**src/rtl/cpu_pkg.sv**
```systemverilog
// Shared opcodes, ALU op codes, sequencer states and instruction classes for the hard-wired control unit.
package cpu_pkg;

  localparam int OPC_W = 5;
  localparam int IR_W  = 32;

  localparam logic [OPC_W-1:0] OP_ADD  = 5'b00000;
  localparam logic [OPC_W-1:0] OP_SUB  = 5'b00001;
  localparam logic [OPC_W-1:0] OP_AND  = 5'b00010;
  localparam logic [OPC_W-1:0] OP_OR   = 5'b00011;
  localparam logic [OPC_W-1:0] OP_ADDI = 5'b01011;
  localparam logic [OPC_W-1:0] OP_ANDI = 5'b01100;
  localparam logic [OPC_W-1:0] OP_ORI  = 5'b01101;
  localparam logic [OPC_W-1:0] OP_MUL  = 5'b01111;
  localparam logic [OPC_W-1:0] OP_DIV  = 5'b10000;
  localparam logic [OPC_W-1:0] OP_LD   = 5'b10010;
  localparam logic [OPC_W-1:0] OP_NOP  = 5'b11010;
  localparam logic [OPC_W-1:0] OP_HALT = 5'b11011;

  // ALU select values share the R-type opcode encoding
  localparam logic [OPC_W-1:0] ALU_ADD = OP_ADD;
  localparam logic [OPC_W-1:0] ALU_SUB = OP_SUB;
  localparam logic [OPC_W-1:0] ALU_AND = OP_AND;
  localparam logic [OPC_W-1:0] ALU_OR  = OP_OR;
  localparam logic [OPC_W-1:0] ALU_MUL = OP_MUL;
  localparam logic [OPC_W-1:0] ALU_DIV = OP_DIV;

  typedef enum logic [3:0] {
    S_RESET, S_T0, S_T1, S_T2, S_T3, S_T4, S_T5, S_T6, S_T7, S_HALT
  } state_t;

  typedef enum logic [2:0] {
    C_RTYPE, C_IMM, C_LD, C_MULDIV, C_NOP, C_HALT, C_ILL
  } iclass_t;

  function automatic logic [OPC_W-1:0] ir_opcode(input logic [IR_W-1:0] ir);
    return ir[IR_W-1 -: OPC_W];
  endfunction

endpackage

```
**src/rtl/control_decode.sv**
```systemverilog
// Combinational opcode decode: instruction class plus the ALU op used in T4.
// CTRL_MULDIV_EN makes MUL/DIV legal; otherwise they fall into the illegal class.
module control_decode
  import cpu_pkg::*;
(
  input  logic [OPC_W-1:0] i_opcode,
  output iclass_t          o_class,
  output logic [OPC_W-1:0] o_alu_op
);

  always_comb begin
    o_class  = C_ILL;
    o_alu_op = ALU_ADD;
    case (i_opcode)
      OP_ADD, OP_SUB, OP_AND, OP_OR: begin
        o_class  = C_RTYPE;
        o_alu_op = i_opcode;
      end
      OP_ADDI: begin o_class = C_IMM; o_alu_op = ALU_ADD; end
      OP_ANDI: begin o_class = C_IMM; o_alu_op = ALU_AND; end
      OP_ORI:  begin o_class = C_IMM; o_alu_op = ALU_OR;  end
      OP_LD:   begin o_class = C_LD;  o_alu_op = ALU_ADD; end
      OP_NOP:  o_class = C_NOP;
      OP_HALT: o_class = C_HALT;
`ifdef CTRL_MULDIV_EN
      OP_MUL:  begin o_class = C_MULDIV; o_alu_op = ALU_MUL; end
      OP_DIV:  begin o_class = C_MULDIV; o_alu_op = ALU_DIV; end
`endif
      default: o_class = C_ILL;
    endcase
  end

endmodule

```
**src/rtl/control_unit.sv**
```systemverilog
// Hard-wired fetch/decode/execute sequencer producing Moore strobes for the Datapath.
// CTRL_MULDIV_EN adds the MUL/DIV sequences and the ZHI/HI/LO strobe ports.
module control_unit
  import cpu_pkg::*;
(
  input  logic             i_Clock,
  input  logic             i_Clear,
  input  logic [IR_W-1:0]  i_IR,
  input  logic             i_Stop,
  output logic             o_Run,
  output logic             o_Illegal,
  output logic [OPC_W-1:0] o_CONTROL,
  output logic             o_IncPC,
  output logic             o_Read,
  output logic             o_PC_Out,
  output logic             o_MDR_Out,
  output logic             o_ZLO_Out,
  output logic             o_C_Out,
  output logic             o_R_Out,
  output logic             o_BA_Out,
  output logic             o_PC_In,
  output logic             o_MDR_In,
  output logic             o_MAR_In,
  output logic             o_IR_In,
  output logic             o_Y_In,
  output logic             o_ZLO_In,
  output logic             o_R_In,
  output logic             o_G_RA,
  output logic             o_G_RB,
`ifdef CTRL_MULDIV_EN
  output logic             o_G_RC,
  output logic             o_ZHI_In,
  output logic             o_ZHI_Out,
  output logic             o_HI_In,
  output logic             o_LO_In
`else
  output logic             o_G_RC
`endif
);

  state_t           r_state;
  state_t           w_next;
  iclass_t          w_class;
  logic [OPC_W-1:0] w_alu_op;
  logic             w_last;
  logic             w_unused_ir;

  assign w_unused_ir = ^i_IR[IR_W-OPC_W-1:0];

  control_decode u_decode (
    .i_opcode (ir_opcode(i_IR)),
    .o_class  (w_class),
    .o_alu_op (w_alu_op)
  );

  always_ff @(posedge i_Clock) begin
    if (i_Clear) r_state <= S_RESET;
    else         r_state <= w_next;
  end

  // w_last marks an instruction's final state, where Stop is sampled
  always_comb begin
    w_next = r_state;
    w_last = 1'b0;
    case (r_state)
      S_RESET: w_next = S_T0;
      S_T0:    w_next = S_T1;
      S_T1:    w_next = S_T2;
      S_T2:    w_next = S_T3;
      S_T3: begin
        if (w_class inside {C_RTYPE, C_IMM, C_LD, C_MULDIV}) w_next = S_T4;
        else if (w_class == C_HALT)                         w_next = S_HALT;
        else                                                w_last = 1'b1;
      end
      S_T4:    w_next = S_T5;
      S_T5: begin
        if (w_class inside {C_LD, C_MULDIV}) w_next = S_T6;
        else                                 w_last = 1'b1;
      end
      S_T6: begin
        if (w_class == C_LD) w_next = S_T7;
        else                 w_last = 1'b1;
      end
      S_T7:    w_last = 1'b1;
      S_HALT:  w_next = S_HALT;
      default: w_next = S_RESET;
    endcase
    if (w_last) w_next = i_Stop ? S_HALT : S_T0;
  end

  always_comb begin
    o_Run     = (r_state != S_RESET) && (r_state != S_HALT);
    o_Illegal = 1'b0;
    o_CONTROL = '0;
    o_IncPC   = 1'b0; o_Read   = 1'b0; o_PC_Out = 1'b0; o_MDR_Out = 1'b0;
    o_ZLO_Out = 1'b0; o_C_Out  = 1'b0; o_R_Out  = 1'b0; o_BA_Out  = 1'b0;
    o_PC_In   = 1'b0; o_MDR_In = 1'b0; o_MAR_In = 1'b0; o_IR_In   = 1'b0;
    o_Y_In    = 1'b0; o_ZLO_In = 1'b0; o_R_In   = 1'b0;
    o_G_RA    = 1'b0; o_G_RB   = 1'b0; o_G_RC   = 1'b0;
`ifdef CTRL_MULDIV_EN
    o_ZHI_In  = 1'b0; o_ZHI_Out = 1'b0; o_HI_In = 1'b0; o_LO_In = 1'b0;
`endif
    case (r_state)
      S_T0: begin o_PC_Out = 1'b1; o_MAR_In = 1'b1; o_IncPC = 1'b1; end
      S_T1: begin o_Read = 1'b1; o_MDR_In = 1'b1; end
      S_T2: begin o_MDR_Out = 1'b1; o_IR_In = 1'b1; end
      S_T3: begin
        if (w_class inside {C_RTYPE, C_MULDIV}) begin
          o_G_RB = 1'b1; o_R_Out = 1'b1; o_Y_In = 1'b1;
        end else if (w_class inside {C_IMM, C_LD}) begin
          o_G_RB = 1'b1; o_BA_Out = 1'b1; o_Y_In = 1'b1;
        end else if (w_class == C_ILL) begin
          o_Illegal = 1'b1;
        end
      end
      S_T4: begin
        if (w_class inside {C_RTYPE, C_MULDIV}) begin
          o_G_RC = 1'b1; o_R_Out = 1'b1; o_ZLO_In = 1'b1; o_CONTROL = w_alu_op;
`ifdef CTRL_MULDIV_EN
          o_ZHI_In = (w_class == C_MULDIV);
`endif
        end else if (w_class inside {C_IMM, C_LD}) begin
          o_C_Out = 1'b1; o_ZLO_In = 1'b1; o_CONTROL = w_alu_op;
        end
      end
      S_T5: begin
        if (w_class inside {C_RTYPE, C_IMM}) begin
          o_ZLO_Out = 1'b1; o_G_RA = 1'b1; o_R_In = 1'b1;
        end else if (w_class == C_LD) begin
          o_ZLO_Out = 1'b1; o_MAR_In = 1'b1;
        end
`ifdef CTRL_MULDIV_EN
        else if (w_class == C_MULDIV) begin
          o_ZLO_Out = 1'b1; o_LO_In = 1'b1;
        end
`endif
      end
      S_T6: begin
        if (w_class == C_LD) begin
          o_Read = 1'b1; o_MDR_In = 1'b1;
        end
`ifdef CTRL_MULDIV_EN
        else if (w_class == C_MULDIV) begin
          o_ZHI_Out = 1'b1; o_HI_In = 1'b1;
        end
`endif
      end
      S_T7: begin
        if (w_class == C_LD) begin
          o_MDR_Out = 1'b1; o_G_RA = 1'b1; o_R_In = 1'b1;
        end
      end
      default: ;
    endcase
  end

endmodule

```
**config.mk**
```make
export PLATFORM = sky130hd
export DESIGN_NAME = control_unit
export DESIGN_NICKNAME = d
export VERILOG_FILES = /design/src/rtl/cpu_pkg.sv /design/src/rtl/control_decode.sv /design/src/rtl/control_unit.sv
export SDC_FILE = /design/constraint.sdc
export NUM_CORES = 1
export LEC_CHECK = 0
export CORE_AREA = 2 2 39 41
export DETAILED_ROUTE_END_ITERATION = 8
export DIE_AREA = 0 0 41 43
export DONT_BUFFER_PORTS = 1
export PLACE_DENSITY_LB_ADDON = 0.25
export SLEW_MARGIN = 20
export SYNTH_ARGS = -nofsm -noshare
export SYNTH_HDL_FRONTEND = slang
export SYNTH_SLANG_ARGS = --single-unit
```
**constraint.sdc**
```tcl
create_clock -name i_Clock -period 7.3 [get_ports i_Clock]
set_clock_uncertainty 0.2 [all_clocks]
set_input_delay 2.19 -clock i_Clock [delete_from_list [all_inputs] [get_ports i_Clock]]
set_output_delay 2.19 -clock i_Clock [all_outputs]
set_load 0.01 [all_outputs]
```
==> Word-level counts from Yosys, hierarchy flattened <==
Index checks and enable logic that the tools add are counted.
{ "totals": {"romBits": 0, "latch_bits": 0, "input_bits": 35, "memories": 0, "ramBits": 0, "reg_bits": 4, "wordCells": 85, "output_inout_bits": 25} }
{ "classes": {"addsub": 0, "div": 0, "n_mux": 42, "shift": 0, "reduce_logical": 14, "n_lt_le_gt_ge": 0, "n_mul": 0, "n_eq_ne": 28, "n_bitwise": 0} }
{ "op_table": {"columns": ["cell", "count"], "rows": [
  ["case mux 4 bit (10 select lines)", 1],
  ["two-way mux 1 bit", 25],
  ["two-way mux 4 bit", 6],
  ["equality test 4 x 3 -> 1 bit, second input constant", 4],
  ["equality test 5 x 4 -> 1 bit, second input constant", 3],
  ["equality test 5 bit, second input constant", 3],
  ["two-way mux 5 bit", 3],
  ["case mux 3 bit (5 select lines)", 1],
  ["case mux 5 bit (3 select lines)", 1],
  ["equality test 5 x 2 -> 1 bit, second input constant", 2],
  ["equality test 4 x 2 -> 1 bit, second input constant", 2],
  ["equality test 4 bit, second input constant", 2],
  ["inequality test 4 bit, second input constant", 2],
  ["case mux 1 bit (2 select lines)", 4],
  ["nonzero test 2 bit", 4],
  ["nonzero test 4 bit", 2],
  ["equality test 3 x 2 -> 1 bit, second input constant", 2],
  ["equality test 3 bit, second input constant", 2],
  ["inequality test 3 bit, second input constant", 2],
  ["equality test 5 x 1 -> 1 bit, second input constant", 1],
  ["logical NOT 5 bit", 1],
  ["equality test 4 x 1 -> 1 bit, second input constant", 1],
  ["logical NOT 4 bit", 1],
  ["case mux 1 bit (4 select lines)", 1],
  ["other kinds (8)", 8]
]} }

==> Longest topological paths before layout <==
Gate-level depths: netlist (run 1).
{ "logic_depth": {"depth_word": 9, "ltp_mapped": 6, "ltp_nobuf": 5} }

==> Cells and area by module <==
Synthesis (run 1) repeated with hierarchy kept, for this count alone.
{ "hier_totals": {"hier_cells": 96, "area_unflattened_um2": 694.4} }
{ "modules_own_cells": {"columns": ["mod", "area_per_inst_um2", "n_inst", "seq_area_each_um2", "cells_per_inst"], "rows": [
  ["control_unit", 575.6, 1, 80.1, 75],
  ["control_decode", 118.9, 1, 0.0, 21]
]} }

==> Worst setup path before layout (run 1) <==
No wires, ideal clock.
{ "synth_path": {"kind": "input to output", "from": "input port i_IR[30]", "to": "output port o_CONTROL[1]", "required_ns": 4.910, "stages": 6, "path_slack_ns": 1.422, "arrival_time_ns": 3.488, "path_buffers": 1, "path_cell_list": "clkbuf_1 > nor3_1 > a211oi_2 > nor3_1 > nand3_1 > a211oi_1"} }
{ "synth_between": {"elab_chain_len": 8, "word_cells_on_any_way": 23, "cone_classes": "eq/ne: 12; mux: 5; reduce/logical: 6"} }
{ "synth_rtl": {"columns": ["element", "line", "source"], "rows": [
  ["from (decl)", "control_unit.sv:8", "input logic [IR_W-1:0] i_IR,"],
  ["equality test 5 x 1 -> 1 bit, or another cell as far along", "control_decode.sv:14", "case (i_opcode)"],
  ["OR reduction 4 bit or OR reduction 3 bit (tied branches)", null, null],
  ["case mux 3 bit (5 select lines)", "control_decode.sv:14", null],
  ["equality test 3 x 1 -> 1 bit or equality test 3 x 2 -> 1 bit (tied branches)", "control_unit.sv:122", "end else if (w_class inside {C_IMM, C_LD}) begin"],
  ["nonzero test 2 bit", "control_unit.sv:122", null],
  ["two-way mux 5 bit", "control_unit.sv:122", null],
  ["two-way mux 5 bit (*)", "control_unit.sv:117", "if (w_class inside {C_RTYPE, C_MULDIV}) begin"],
  ["two-way mux 5 bit (*)", "control_unit.sv:103", "case (r_state)"],
  ["to (decl)", "control_unit.sv:12", "output logic [OPC_W-1:0] o_CONTROL,"]
]} }
Mark *: on every way between the ends. The rest lies on a longest branch, timed or not.

==> Worst setup path in the final report (run 1) <==
{ "layout_path": {"from": "input port i_IR[31]", "to": "output port o_CONTROL[1]"} }
Same word-level chain as after synthesis.

==> results of run 1 <==
## final timing paths
kind | end | cells past startpoint
setup / recovery | o_CONTROL[1] | 5
hold / removal | r_state[2] | 2
setup reg to reg | r_state[3] | 5
hold reg to reg | r_state[2] | 2
## power breakdown
part	internal, uW	switching, uW
Combinational	13.1	20.1
Sequential	24.3	7.98
Clock	18.3	8.12
Total	55.7	36.2
## per-layer routing
layer  track usage [%]  share of wire (%)  up-vias
li1                  -                  -      338
met1             27.60                 45      291
met2             30.31                 51       20
met3             3.141                4.5        0
met4             10.00                  0        0
met5                 0                  0        -
## through the flow
step                      setup WS [ns]  instances
after detailed placement          1.389        108
after global placement            1.426        108
final                             1.372        111
after floorplan                   1.422        106
after global routing              1.295        111
after CTS                         1.385        111
## synthesized netlist by cell type (2+ instances only)
cell type	n	share of area (%)
xnor2_1	2	2.6
nor2b_1	3	2.8
nand2_1	10	5.6
clkbuf_1	5	2.8
dfxtp_1	4	12
a21boi_0	2	2.2
o21ai_0	3	2.2
nand3_1	3	2.2
inv_1	2	1.1
nor3_1	9	6.7
a21o_1	2	2.2
nand2b_1	4	3.7
mux2i_1	2	3.0
and3_1	2	1.9
nand3b_1	2	2.2
buf_4	8	9.0
nor2_1	13	7.3
a21oi_1	6	4.5
## cell type report
class / count / area share (%)
tap: 16 / 3.119
sequential: 4 / 12.48
inverter: 2 / 1.170
multi-input combinational: 86 / 79.73
clock buffer: 3 / 3.509
## worst max-delay path, cell delays in order
cell and delay [ns]:
and4bb_1 0.38, a211oi_2 0.12, nor3_1 0.20, nand3_1 0.19
a211oi_1 0.46
## cells by family (layout without fill, tap and decap cells)
logic type / Yosys count / after routing / synth area share (%)
buffers and inverters: 16 / 5 / 13.43
AOI/OAI and AO/OA: 22 / 22 / 23.51
DFF: 4 / 4 / 11.94
and+or+nand+nor: 55 / 55 / 43.66
other: 1 / 4 / 0.5592
xor gates and xnor gates: 3 / 3 / 3.919
muxes: 2 / 2 / 2.985
==> impl_metrics.tcl, run 1 <==
set metrics [dict create \
    status "completed" \
    ir_worst_vdd_v 0.00008212 \
    clock_latency_ns 0.23 \
    synthCells 103 \
    synth_edf_count 0 \
    clock.fmax_mhz 168.7 \
    max_slew_margin_pct 52.76 \
    max_cap_viol_count 0 \
    ys.flop_type "dfxtp_1" \
    yosys_warnings 0 \
    ys_async_sr_fraction_pct 0 \
    rsz0062_at_grt "no" \
    multi_input_area_um2 511.7 \
    drive_gt1_share_pct 7.368 \
    io_buffers 0 \
    numClockSinks 4 \
    fin_crit_ns 5.928 \
    top_register "r_state" \
    num_vias 649 \
    grt_pass1_wl_um 2477 \
    r2r_setup_slack_ns 5.14 \
    slew_viol_final 0 \
    ioPinCount 60 \
    hp-class "flip-flop to flip-flop" \
    die-area_mm2 0.001763 \
    start_kind "primary input" \
    syn_to_final_growth_pct -4.291 \
    hold_slack_ns 0.4712 \
    cp-startpoint "i_IR[31]" \
    worstPathArrival_ns 3.54 \
    initial_core_util_pct 48.46 \
    final_common_cell "nor2_1" \
    end_kind "output pin" \
    layout.nets 132 \
    clk_path_buf_depth 2 \
    drtIter0Drc 10 \
    insertedDiodeCount 0 \
    clk_transition_reported_paths_ns 0.03 \
    avgViaCountPerCell 5.847 \
    power.leakage_uw 0.0002600 \
    dp_hpwl_um 1133 \
    critPathKind "primary input to output pin" \
    powerDensity_mw_per_mm2 143.2 \
    hp-start "r_state[1]" \
    grt_pass1_vias 567 \
    postCtsHoldBufs 0 \
    cts_tree "done" \
    die-height_um 43 \
    wl_per_cell_um 13.54 \
    root_buffer "clkbuf_4" \
    grt_antenna_before_repair 0 \
    syn_area_per_cell_um2 6.511 \
    fin_setup_tns_ns 0 \
    wirelength_um 1503 \
    overflow 0 \
    finalCritPeriodShare_pct 81.21 \
    seq_area_um2 80.08 \
    worst_pin_slew_ns 0.7031 \
    synth_seq_area_share_pct 11.94 \
    gr-usage-all-layers_pct 20.44 \
    fillerInstances 165 \
    dpl_cell_area_um2 619.3 \
    hold_viol 0 \
    clock_tree.htree_level_count 1 \
    mostFrequentLayoutCells "nor2_1 (13), nand2_1 (10), nor3_1 (9)" \
    yosysUniqueCellTypes 39 \
    gp_congestion 0.7664 \
    crit_path_max_fanout 9 \
    ys_seq_elements 4 \
    cts_resized 0 \
    reg2reg_from "r_state[2]" \
    largest_reg_flops 4 \
    p_total_uw 91.94 \
    drc_errors 0 \
    largestRegisters "r_state (4)" \
    dr.pass1.iters 5 \
    cts_setup_buffers 0 \
    setup_viol 0 \
    postLayoutCoreUtil_pct 46.38 \
    grt_max_degree 17 \
    postRouteAntennaNets 0 \
    die_w_um 41 \
    num_rows 14 \
    crit_required_ns 4.91 \
    cts_made_buffers 3 \
    final_area_um2 641.9 \
    core_area_mm2 0.001384 \
    netlist_area_um2 670.6 \
]
(Power assumes the default switching activity.)
==> run 2, diff against run 1 <==
==> constraint.sdc (replaced) <==
create_clock -name i_Clock -period 5.09 [get_ports i_Clock]
set_clock_uncertainty 0.2 [all_clocks]
set_input_delay 1.527 -clock i_Clock [delete_from_list [all_inputs] [get_ports i_Clock]]
set_output_delay 1.527 -clock i_Clock [all_outputs]
set_load 0.01 [all_outputs]
==> results of run 2 <==
Same layout as run 1 (identical final DEF). Status: completed.
Main changes from that run: setup slack after placement 1.389 ns -> 0.5054 ns; setup slack after layout 1.372 ns -> 0.4875 ns; register-to-register setup slack 5.14 ns -> 2.93 ns; total power 91.94 uW -> 131.9 uW; worst IR drop on VDD 0.00008212 V -> 0.0001178 V
